==> config.mk <==
export PLATFORM = sky130hd
export DESIGN_NAME = alarm_ring_controller
export DESIGN_NICKNAME = d
export VERILOG_FILES = /design/src/rtl/alarm_ring_controller.sv
export SDC_FILE = /design/constraint.sdc
export NUM_CORES = 1
export LEC_CHECK = 0
export ABC_AREA = 1
export CAP_MARGIN = 20
export CORE_UTILIZATION = 40
export DETAILED_ROUTE_END_ITERATION = 16
export PLACE_DENSITY_LB_ADDON = 0.3
export SETUP_SLACK_MARGIN = 0.2
export SLEW_MARGIN = 20
export SYNTH_ARGS = -nofsm -noshare
export SYNTH_HDL_FRONTEND = slang
export SYNTH_SLANG_ARGS = --single-unit
==> constraint.sdc <==
create_clock -name clk -period 1.6 [get_ports clk]
set_input_delay 0.32 -clock clk [delete_from_list [all_inputs] [get_ports clk]]
set_output_delay 0.32 -clock clk [all_outputs]
set_load 0.01 [all_outputs]
==> src/rtl/alarm_ring_controller.sv <==
// Alarm ringing life-cycle: trigger on a rising match edge, ring with a blinking LED,
// snooze with countdown, stop/timeout, and no re-ring within the same matching minute.
module alarm_ring_controller #(
    parameter int BLINK_CYCLES   = 25_000_000,
    parameter int RING_SECONDS   = 60,
    parameter int SNOOZE_SECONDS = 300,
    parameter int MAX_SNOOZE     = 3
) (
    input  logic       clk,
    input  logic       rst,
    input  logic       sec_tick,
    input  logic       match,
    input  logic       alarm_en,
    input  logic       snooze_btn,
    input  logic       stop_btn,
    output logic       alarm_led,
    output logic       ringing,
    output logic       snoozing,
    output logic [8:0] snooze_left,
    output logic [1:0] snooze_count,
    output logic [1:0] fsm_state
);

    localparam int BW = (BLINK_CYCLES > 1) ? $clog2(BLINK_CYCLES) : 1;

    typedef enum logic [1:0] {
        IDLE   = 2'd0,
        RING   = 2'd1,
        SNOOZE = 2'd2,
        DONE   = 2'd3
    } state_t;

    state_t        state, state_n;
    logic          match_d;
    logic          trig_q;
    logic [7:0]    ring_timer, ring_timer_n;
    logic [BW-1:0] blink_cnt, blink_cnt_n;
    logic          alarm_led_n;
    logic [8:0]    snooze_left_n;
    logic [1:0]    snooze_count_n;
    logic          quit;

    // The edge detect is registered so ringing rises two cycles after match.
    always_ff @(posedge clk or posedge rst) begin
        if (rst) begin
            match_d <= 1'b1;
            trig_q  <= 1'b0;
        end else begin
            match_d <= match;
            trig_q  <= match & ~match_d & alarm_en;
        end
    end

    always_ff @(posedge clk or posedge rst) begin
        if (rst) begin
            state        <= IDLE;
            ring_timer   <= '0;
            blink_cnt    <= '0;
            alarm_led    <= 1'b0;
            snooze_left  <= '0;
            snooze_count <= '0;
        end else begin
            state        <= state_n;
            ring_timer   <= ring_timer_n;
            blink_cnt    <= blink_cnt_n;
            alarm_led    <= alarm_led_n;
            snooze_left  <= snooze_left_n;
            snooze_count <= snooze_count_n;
        end
    end

    assign quit = stop_btn | ~alarm_en;

    always_comb begin
        state_n        = state;
        ring_timer_n   = ring_timer;
        blink_cnt_n    = blink_cnt;
        alarm_led_n    = 1'b0;
        snooze_left_n  = snooze_left;
        snooze_count_n = snooze_count;
        unique case (state)
            IDLE: begin
                ring_timer_n   = '0;
                blink_cnt_n    = '0;
                snooze_left_n  = '0;
                snooze_count_n = '0;
                if (trig_q) begin
                    state_n     = RING;
                    alarm_led_n = 1'b1;
                end
            end
            RING: begin
                if (blink_cnt == BW'(BLINK_CYCLES - 1)) begin
                    blink_cnt_n = '0;
                    alarm_led_n = ~alarm_led;
                end else begin
                    blink_cnt_n = blink_cnt + BW'(1);
                    alarm_led_n = alarm_led;
                end
                // Stop beats snooze; snooze beats a coincident timeout tick.
                if (quit) begin
                    state_n     = DONE;
                    alarm_led_n = 1'b0;
                end else if (snooze_btn && (int'(snooze_count) < MAX_SNOOZE)) begin
                    state_n        = SNOOZE;
                    alarm_led_n    = 1'b0;
                    snooze_left_n  = 9'(SNOOZE_SECONDS);
                    snooze_count_n = snooze_count + 2'd1;
                end else if (sec_tick) begin
                    if (ring_timer == 8'(RING_SECONDS - 1)) begin
                        state_n     = DONE;
                        alarm_led_n = 1'b0;
                    end else begin
                        ring_timer_n = ring_timer + 8'd1;
                    end
                end
            end
            SNOOZE: begin
                if (quit) begin
                    state_n       = DONE;
                    snooze_left_n = '0;
                end else if (sec_tick) begin
                    if (snooze_left == 9'd1) begin
                        state_n       = RING;
                        snooze_left_n = '0;
                        ring_timer_n  = '0;
                        blink_cnt_n   = '0;
                        alarm_led_n   = 1'b1;
                    end else begin
                        snooze_left_n = snooze_left - 9'd1;
                    end
                end
            end
            DONE: begin
                snooze_left_n = '0;
                if (!match) state_n = IDLE;
            end
            default: state_n = IDLE;
        endcase
    end

    assign ringing   = (state == RING);
    assign snoozing  = (state == SNOOZE);
    assign fsm_state = state;

endmodule

==> run_results.csv, run 1 <==
group,metric,value,unit
critical_path,crit_type,"reg2reg",
cts,cts_root_buffer,"clkbuf_8",
run_status,status,"complete, but fails checks",
placed_design,place_area,4008,um2
die,die_w,92.03,um
global_routing,antenna_found_initial,0,
sta,drv_slew,0,
power,p_leak,2.157,nW
yosys,synthCells,462,
die,pin_count,23,
yosys,syn_nets,479,
yosys,yosys_warnings,0,
power,netSwitchingPower,2.987,mW
die,start_util,0.4174,
cts,cts_tree,"done",
final_layout,register_area,1232,um2
power,total_power,6.839,mW
power,clkPwrFrac,0.137,
routing,drt_iter0_drc,183,
yosys,synth-edff-count,0,
yosys,syn-cell-area,3242,um2
placed_design,dp_slack,-337.0,ps
die,rows,32,
cts,cts_buffers,5,
critical_path,cp-startpoint,"fsm_state[1]",
yosys,ys_ff_latch,49,
routing,totalWireLength,8906,um
critical_path,path_max_fanout,7,
critical_path,cp_slowest_stage_delay,420,ps
critical_path,r2r_cells,10,
final_layout,multiInputGateArea,2201,um2
final_layout,layoutNonFillerInstCount,656,
final_layout,layout-drive-gt1-share,0.3610,
critical_path,r2r-end,"blink_cnt[3]",
yosys,synth-main-ff-cell,"dfrtp_1",
yosys,avgSynthCellArea,7.017,um2
sta,finClkSkew,8.507,ps
yosys,ys_types,37,
final_layout,area_growth,45.81,%
sta,finalHoldViolCount,0,
critical_path,crit_chain,"buf_6 -> ha_4 -> nand2_4 -> nand3_4 -> a21oi_4 -> buf_8 -> buf_6 -> nand3_2 -> nand2_1 -> a21oi_1",
final_layout,fin_nets,570,
critical_path,worst_path_most_repeated_cell,"buf_6",
power,p_seq_frac,0.229,
worst_hold_path,hp-class,"in2async",
sta,worstMarginPinSlew,329.2,ps
critical_path,reg2reg_slack,-40,ps
cts,clk_latency,310,ps
critical_path,worst_ep_arrival_time,1840,ps
final_layout,num_antenna_cells,0,
cts,clock_path_buffers,2,
power,p_sw_frac,0.4367,
sta,layout_min_cycle_time,1636,ps
power,internal_power,3.852,mW
sta,slew_headroom,0.7789,
sta,finalSetupViolCount,14,
critical_path,worstReg2RegStart,"fsm_state[1]",
yosys,ys_seq_area_frac,0.3786,
power,power.share.combinational,0.634,
routing,post-route-drc-count,0,
yosys,async_reset_ff_frac,1.000,
placed_design,dp_cells,627,
sta,fmaxAchievable,0.6112,GHz
cts,ctsHoldBuffers,0,
placed_design,io_buffers,22,
placed_design,finalWeightedCongestion,0.9003,
cts,htree_levels,2,
die,die_area,8469,um2
critical_path,critPathRequiredTime,1800,ps
routing,antenna_left,0,
critical_path,slowest_stage,"dfrtp_2",
routing,avgViaCountPerCell,5.095,
global_routing,grt-ovfl-total,0,
flow_run,cap_violations,0,
cts,clk_pin_slew,90,ps
sta,grt_setup_unrepaired,"yes",
sta,finalCritPeriodShare,1.023,
global_routing,grt_pass1_vias,3088,
final_layout,nFillCells,656,
global_routing,grt_start_max_net_pins,41,
placed_design,hpwl,6134,um
critical_path,crit_path_end_kind,"flop",
routing,vias,3342,
die,fp.dieH,92.03,um
cts,cts.sinks,49,
run_status,violations,"setup timing",
routing,first_pass_iters,4,
final_layout,post-route-cell-area,4727,um2
sta,worst_slack,-36.05,ps
critical_path,start_kind,"flop",
die,core,7767,um2
global_routing,grt_first_pass_wirelength,13980,um
power,peakVddDrop,1115,uV
routing,wl_per_cell,13.58,um
sta,finalSetupTns,-157.8,ps
global_routing,grt_usage,0.2053,
power,cellPowerDensity,1447,nW/um2
-- worst max-delay path, delay by kind of cell (launching register included) --
family | cells | cell delay [ps]
buffers and inverters | 3 | 430
DFF | 1 | 420
and+or+nand+nor | 4 | 280
AOI/OAI and AO/OA | 2 | 200
adders and majority gates | 1 | 190
-- power by group through the flow --
stage / logic [mW] / clock network (mW) / registers [mW]
after floorplan: 1.91 / 0 / 1.66
after global placement: 3.06 / 0 / 1.59
after detailed placement: 3.12 / 0 / 1.60
after CTS: 3.72 / 0.967 / 1.56
after global routing: 4.65 / 1.01 / 1.59
final: 4.34 / 0.937 / 1.56
-- cells in the mapped netlist (7+ instances only) --
master,number,area share
nand4_1,9,0.017
nor2_1,59,0.068
o21ai_0,21,0.032
nand2_2,7,0.014
nand2_1,116,0.13
xor2_1,10,0.027
ha_1,10,0.039
inv_1,58,0.067
dfrtp_1,48,0.37
a21oi_1,13,0.020
nand3_1,45,0.069
nor3_1,9,0.014
-- placed cells by master (no fill, tap or decap), drive strengths merged, types with 10 or more instances in the layout --
master,instances
o21ai,23
nand2,125
nor2,65
nand3,46
nand4,10
buf,77
xor2,10
ha,10
dfrtp,48
a21oi,14
inv,63
-- layer usage --
layer | global-route usage | part of all wire | routed length (um)
met5 | 0 | 0 | 0
met4 | 0.06771 | 0.017 | 148
met3 | 0.03648 | 0.035 | 309
met2 | 0.3470 | 0.51 | 4534
met1 | 0.2648 | 0.44 | 3913
-- registers in the layout, summed over array words and instances, names as in the netlist --
signal / flops
alarm_led: 1
blink_cnt: 25
fsm_state: 2
match_d: 1
ring_timer: 8
snooze_count: 2
snooze_left: 9
trig_q: 1
-- kinds of logic (layout without fill, tap and decap cells) --
logic type,count (synthesis),in the layout,share of synthesized area
compound gates,52,52,0.09263
xor+xnor,11,11,0.02972
fa+ha+maj,10,10,0.03860
buf+inv,73,164,0.09340
flops,49,49,0.3786
simple gates,267,268,0.3670
-- what timing repair did --
item                                    4_1_cts  5_1_grt
pin swaps                                    17       22
endpoints found under the setup margin       63       52
setup buffers                                10       10
gates cloned                                  0        1
gates resized for setup                     102       68
-- cell type report --
cell class                      count  area share
Clock buffer                        7     0.01826
Inverter                           65     0.05611
Clock inverter                      1    0.006353
Sequential cell                    49      0.2607
Tap cell                          102     0.02700
Multi-Input combinational cell    341      0.4656
Timing Repair Buffer               91      0.1660
-- per-stage QoR --
| stage | utilization | hold WS (ps) |
|---|---|---|
| floorplan | - | 324.5 |
| global placement | 0.5159 | 468.8 |
| detailed placement | 0.5159 | 495.2 |
| CTS | 0.5667 | 287.6 |
| global route | 0.6086 | 320.2 |
| finish | 0.6086 | 295.9 |
-- worst max-delay path by stage --
stage                     end  slack [ps]
2_1_floorplan    blink_cnt[6]          -3
3_3_place_gp    ring_timer[6]        -270
3_5_place_dp    ring_timer[3]        -340
4_1_cts         blink_cnt[12]          -2
5_1_grt        snooze_left[6]        -110
6_report         blink_cnt[3]         -40
Note: power is estimated with default switching activity, not from simulation.
==> run 2: changes to the inputs <==
Clock period 1.6 ns to 2 ns, I/O delays scaled along.
==> run_results.csv, run 2 (synthesis results as in run 1) <==
group,metric,value,unit
run_status,status,"completed",
final_layout,top_regs,"blink_cnt (25), snooze_left (9), ring_timer (8)",
sta,slew_headroom,0.7630,
global_routing,grt_start_max_net_pins,50,
critical_path,crit_chain,"buf_4 -> ha_2 -> dlygate4sd2_1",
sta,drv_slew,0,
routing,antenna_left,0,
critical_path,reg2reg_slack,260,ps
sta,grt_setup_unrepaired,"yes",
final_layout,layout-drive-gt1-share,0.1471,
final_layout,largest_reg_flops,25,
critical_path,critPathRequiredTime,1600,ps
power,netSwitchingPower,1.907,mW
worst_hold_path,hp-class,"in2async",
power,p_seq_frac,0.288,
final_layout,largest_register,"blink_cnt",
sta,finClkSkew,9.499,ps
critical_path,crit_cells,3,
power,internal_power,2.482,mW
power,peakVddDrop,753.3,uV
routing,wl_per_cell,12.67,um
sta,worst_slack,222.8,ps
cts,clock_path_buffers,2,
placed_design,hpwl,5519,um
die,start_util,0.4174,
final_layout,final_cell_mix,"nand2_1 (114), nor2_1 (55), inv_1 (54)",
final_layout,num_antenna_cells,0,
critical_path,crit_type,"reg2out",
die,die_w,92.03,um
critical_path,worstReg2RegStart,"snooze_left[1]",
die,pin_count,23,
power,cellPowerDensity,1118,nW/um2
cts,ctsHoldBuffers,0,
power,clkPwrFrac,0.133,
placed_design,finalWeightedCongestion,0.8733,
critical_path,cp_slowest_stage_delay,410,ps
global_routing,grt_first_pass_wirelength,13020,um
cts,cts_buffers,5,
global_routing,antenna_found_initial,0,
cts,cts_root_buffer,"clkbuf_8",
cts,clk_pin_slew,90,ps
critical_path,r2r_cells,9,
final_layout,layout_commonest_cell,"nand2_1",
die,rows,32,
critical_path,start_kind,"flop",
critical_path,crit_end,"ringing",
cts,htree_levels,2,
flow_run,cap_violations,0,
critical_path,worst_ep_arrival_time,1380,ps
sta,worstMarginPinSlew,354.2,ps
critical_path,slowest_stage,"dfrtp_2",
routing,first_pass_iters,4,
routing,vias,3044,
die,fp.dieH,92.03,um
final_layout,fin_nets,519,
power,p_leak,1.788,nW
sta,finalHoldViolCount,0,
power,power.share.combinational,0.580,
routing,totalWireLength,7668,um
critical_path,path_buf_inv,2,
routing,post-route-drc-count,0,
routing,drt_iter0_drc,172,
sta,fmaxAchievable,0.5627,GHz
critical_path,path_max_fanout,6,
die,core,7767,um2
cts,cts_tree,"done",
final_layout,area_growth,21.07,%
die,die_area,8469,um2
cts,clk_latency,300,ps
critical_path,cp-startpoint,"fsm_state[0]",
critical_path,cp_top_family,"buffers and inverters",
sta,finalSetupViolCount,0,
sta,layout_min_cycle_time,1777,ps
global_routing,grt-ovfl-total,0,
global_routing,grt_pass1_vias,2958,
sta,finalSetupTns,0,ps
critical_path,r2r-end,"blink_cnt[12]",
placed_design,dp_slack,-16.94,ps
critical_path,crit_path_end_kind,"primary output",
global_routing,grt_usage,0.1893,
routing,avgViaCountPerCell,5.031,
sta,finalCritPeriodShare,0.8886,
power,p_sw_frac,0.4345,
placed_design,io_buffers,22,
cts,cts.sinks,49,
run 2: per-layer routing:
layer	share of wire	up-vias	GRT usage
met3	0.041	8	0.03317
met4	0.012	0	0.06250
li1	-	1564	-
met5	0	-	0
met1	0.48	1419	0.2416
met2	0.47	53	0.3234
run 2: cell type report:
class	instances	area, um2
clock buffer	7	76.32
clock inverter	1	7.507
fill	785	3842
inverter	65	245.2
multi-input combinational	340	1805
sequential	49	1231
tap	102	127.6
timing repair buffer	41	431.7
run 2: through the flow:
step                      std cells  power, mW  hold WS, ps    util  cell area [um2]
after CTS                       598      3.953        453.5  0.4832             3754
after global routing            605      4.721        466.0  0.5053             3925
after global placement          590      3.288        465.3  0.4697             3649
after floorplan                 462      2.631        404.5       -             3243
after detailed placement        590      3.309        470.4  0.4697             3649
final                           605      4.389        446.8  0.5053             3925
run 2: worst min path at each step:
| stage | startpoint | endpoint | slack [ps] |
|---|---|---|---|
| final | rst | blink_cnt[17] | 450 |
| after global routing | rst | snooze_left[4] | 470 |
| after CTS | rst | blink_cnt[14] | 450 |
| after detailed placement | match_d | trig_q | 470 |
| after global placement | match_d | trig_q | 470 |
| after floorplan | match | match_d | 400 |
run 2: repair_timing:
| item | CTS | global route |
|---|---|---|
| pin swaps | 0 | 2 |
| buffers inserted | 0 | 5 |
| gates cloned | 0 | 2 |
| setup endpoints to repair | 12 | 36 |
| gates resized for setup | 8 | 23 |
run 2: power groups by stage:
stage / Clock [mW] / Combinational (mW) / Sequential (mW)
floorplan: 0 / 1.31 / 1.32
global placement: 0 / 2.01 / 1.28
detailed placement: 0 / 2.03 / 1.28
CTS: 0.607 / 2.08 / 1.27
global route: 0.642 / 2.79 / 1.28
finish: 0.583 / 2.54 / 1.26
run 2: tightest hold or removal path, delay by kind of cell:
family                 cells  cell delay, ps
buffers and inverters      3             740
==> run 3: changes to the inputs <==
Settings changed: SETUP_SLACK_MARGIN 0.2 to 0.1.
==> run_results.csv, run 3 (synthesis results as in run 1) <==
group,metric,value,unit
critical_path,reg2reg_slack,230,ps
global_routing,grt-ovfl-total,0,
placed_design,io_buffers,22,
routing,vias,3001,
critical_path,path_max_fanout,6,
power,peakVddDrop,757.6,uV
routing,first_pass_iters,4,
global_routing,grt_pass1_vias,2922,
die,die_area,8469,um2
die,core,7767,um2
flow_run,cap_violations,0,
sta,drv_slew,0,
sta,worst_slack,209.7,ps
global_routing,grt_first_pass_wirelength,13190,um
sta,slew_headroom,0.7374,
final_layout,num_antenna_cells,0,
sta,finalCritPeriodShare,0.8951,
final_layout,layout-drive-gt1-share,0.1131,
cts,cts_tree,"done",
die,fp.dieH,92.03,um
final_layout,final_cell_mix,"nand2_1 (115), nor2_1 (58), inv_1 (55)",
cts,clk_pin_slew,90,ps
final_layout,utilization,0.4837,
critical_path,cp_slowest_stage_delay,470,ps
cts,clk_latency,310,ps
critical_path,critPathRequiredTime,1600,ps
placed_design,place_area,3640,um2
critical_path,crit_type,"reg2out",
placed_design,hpwl,5573,um
routing,avgViaCountPerCell,5.027,
final_layout,fin_nets,511,
routing,totalWireLength,7385,um
global_routing,grt_usage,0.1911,
sta,layout_min_cycle_time,1790,ps
cts,cts.sinks,49,
sta,finClkSkew,7.838,ps
final_layout,layout_commonest_cell,"nand2_1",
sta,finalHoldViolCount,0,
worst_hold_path,hp-class,"in2async",
power,cellPowerDensity,1046,nW/um2
sta,fmaxAchievable,0.5586,GHz
routing,drt_iter0_drc,228,
sta,holdWs,346.1,ps
final_layout,nFillCells,824,
sta,worstMarginPinSlew,390.9,ps
global_routing,grt_start_max_net_pins,39,
critical_path,crit_chain,"inv_2 -> ha_2 -> dlygate4sd2_1",
final_layout,post-route-cell-area,3757,um2
final_layout,top_regs,"blink_cnt (25), snooze_left (9), ring_timer (8)",
global_routing,antenna_found_initial,0,
cts,cts_root_buffer,"clkbuf_8",
routing,post-route-drc-count,0,
die,start_util,0.4174,
final_layout,largest_register,"blink_cnt",
cts,cts_buffers,5,
cts,clock_path_buffers,2,
final_layout,layoutNonFillerInstCount,597,
die,pin_count,23,
power,p_leak,1.733,nW
placed_design,dp_cells,589,
sta,grt_setup_unrepaired,"yes",
power,total_power,3.931,mW
sta,finalSetupViolCount,0,
placed_design,dp_slack,-23.11,ps
final_layout,area_growth,15.90,%
sta,finalSetupTns,0,ps
die,die_w,92.03,um
cts,htree_levels,2,
cts,ctsHoldBuffers,0,
routing,antenna_left,0,
routing,wl_per_cell,12.37,um
critical_path,start_kind,"flop",
final_layout,largest_reg_flops,25,
run_status,status,"completed",
placed_design,finalWeightedCongestion,0.9083,
critical_path,crit_path_end_kind,"primary output",
critical_path,worst_ep_arrival_time,1390,ps
critical_path,slowest_stage,"dfrtp_2",
die,rows,32,
run 3: layer usage:
| metal | wire [um] | vias up | global-route usage |
|---|---|---|---|
| li1 | - | 1549 | - |
| met3 | 329 | 7 | 0.02819 |
| met1 | 3516 | 1393 | 0.2581 |
| met4 | 69 | 0 | 0.04818 |
| met2 | 3470 | 52 | 0.3209 |
| met5 | 0 | - | 0 |
run 3: timing repair:
item,in CTS,in global routing
pin swaps,0,0
gates resized for setup,8,5
setup endpoints to repair,2,16
buffers inserted,0,0
run 3: path summary, 6_finish.rpt:
path | from | to | cells after the start
max in group asynchronous | rst | match_d | 3
max | fsm_state[1] | ringing | 3
min in group clk | match_d | trig_q | 1
min reg2reg | match_d | trig_q | 1
max reg2reg | snooze_left[1] | blink_cnt[11] | 9
min | rst | snooze_left[4] | 2
run 3: worst max-delay path: cells and delay by family (launching register included):
kind       cells  cell delay (ps)
fa+ha+maj      1              220
buf+inv        2              390
flops          1              470
run 3: layout make-up:
cell class / count / area, um2 / share of cell area
Multi-Input combinational cell: 340 / 1737 / 0.4622
Sequential cell: 49 / 1229 / 0.3270
Timing Repair Buffer: 33 / 329.1 / 0.08758
Inverter: 65 / 245.2 / 0.06527
Tap cell: 102 / 127.6 / 0.03397
Clock buffer: 5 / 68.82 / 0.01832
Clock inverter: 3 / 21.27 / 0.005661
run 3: power by group:
| group | switching, mW | internal [mW] |
|---|---|---|
| Clock | 0.353 | 0.249 |
| Sequential | 0.131 | 1.13 |
| Combinational | 1.27 | 0.800 |
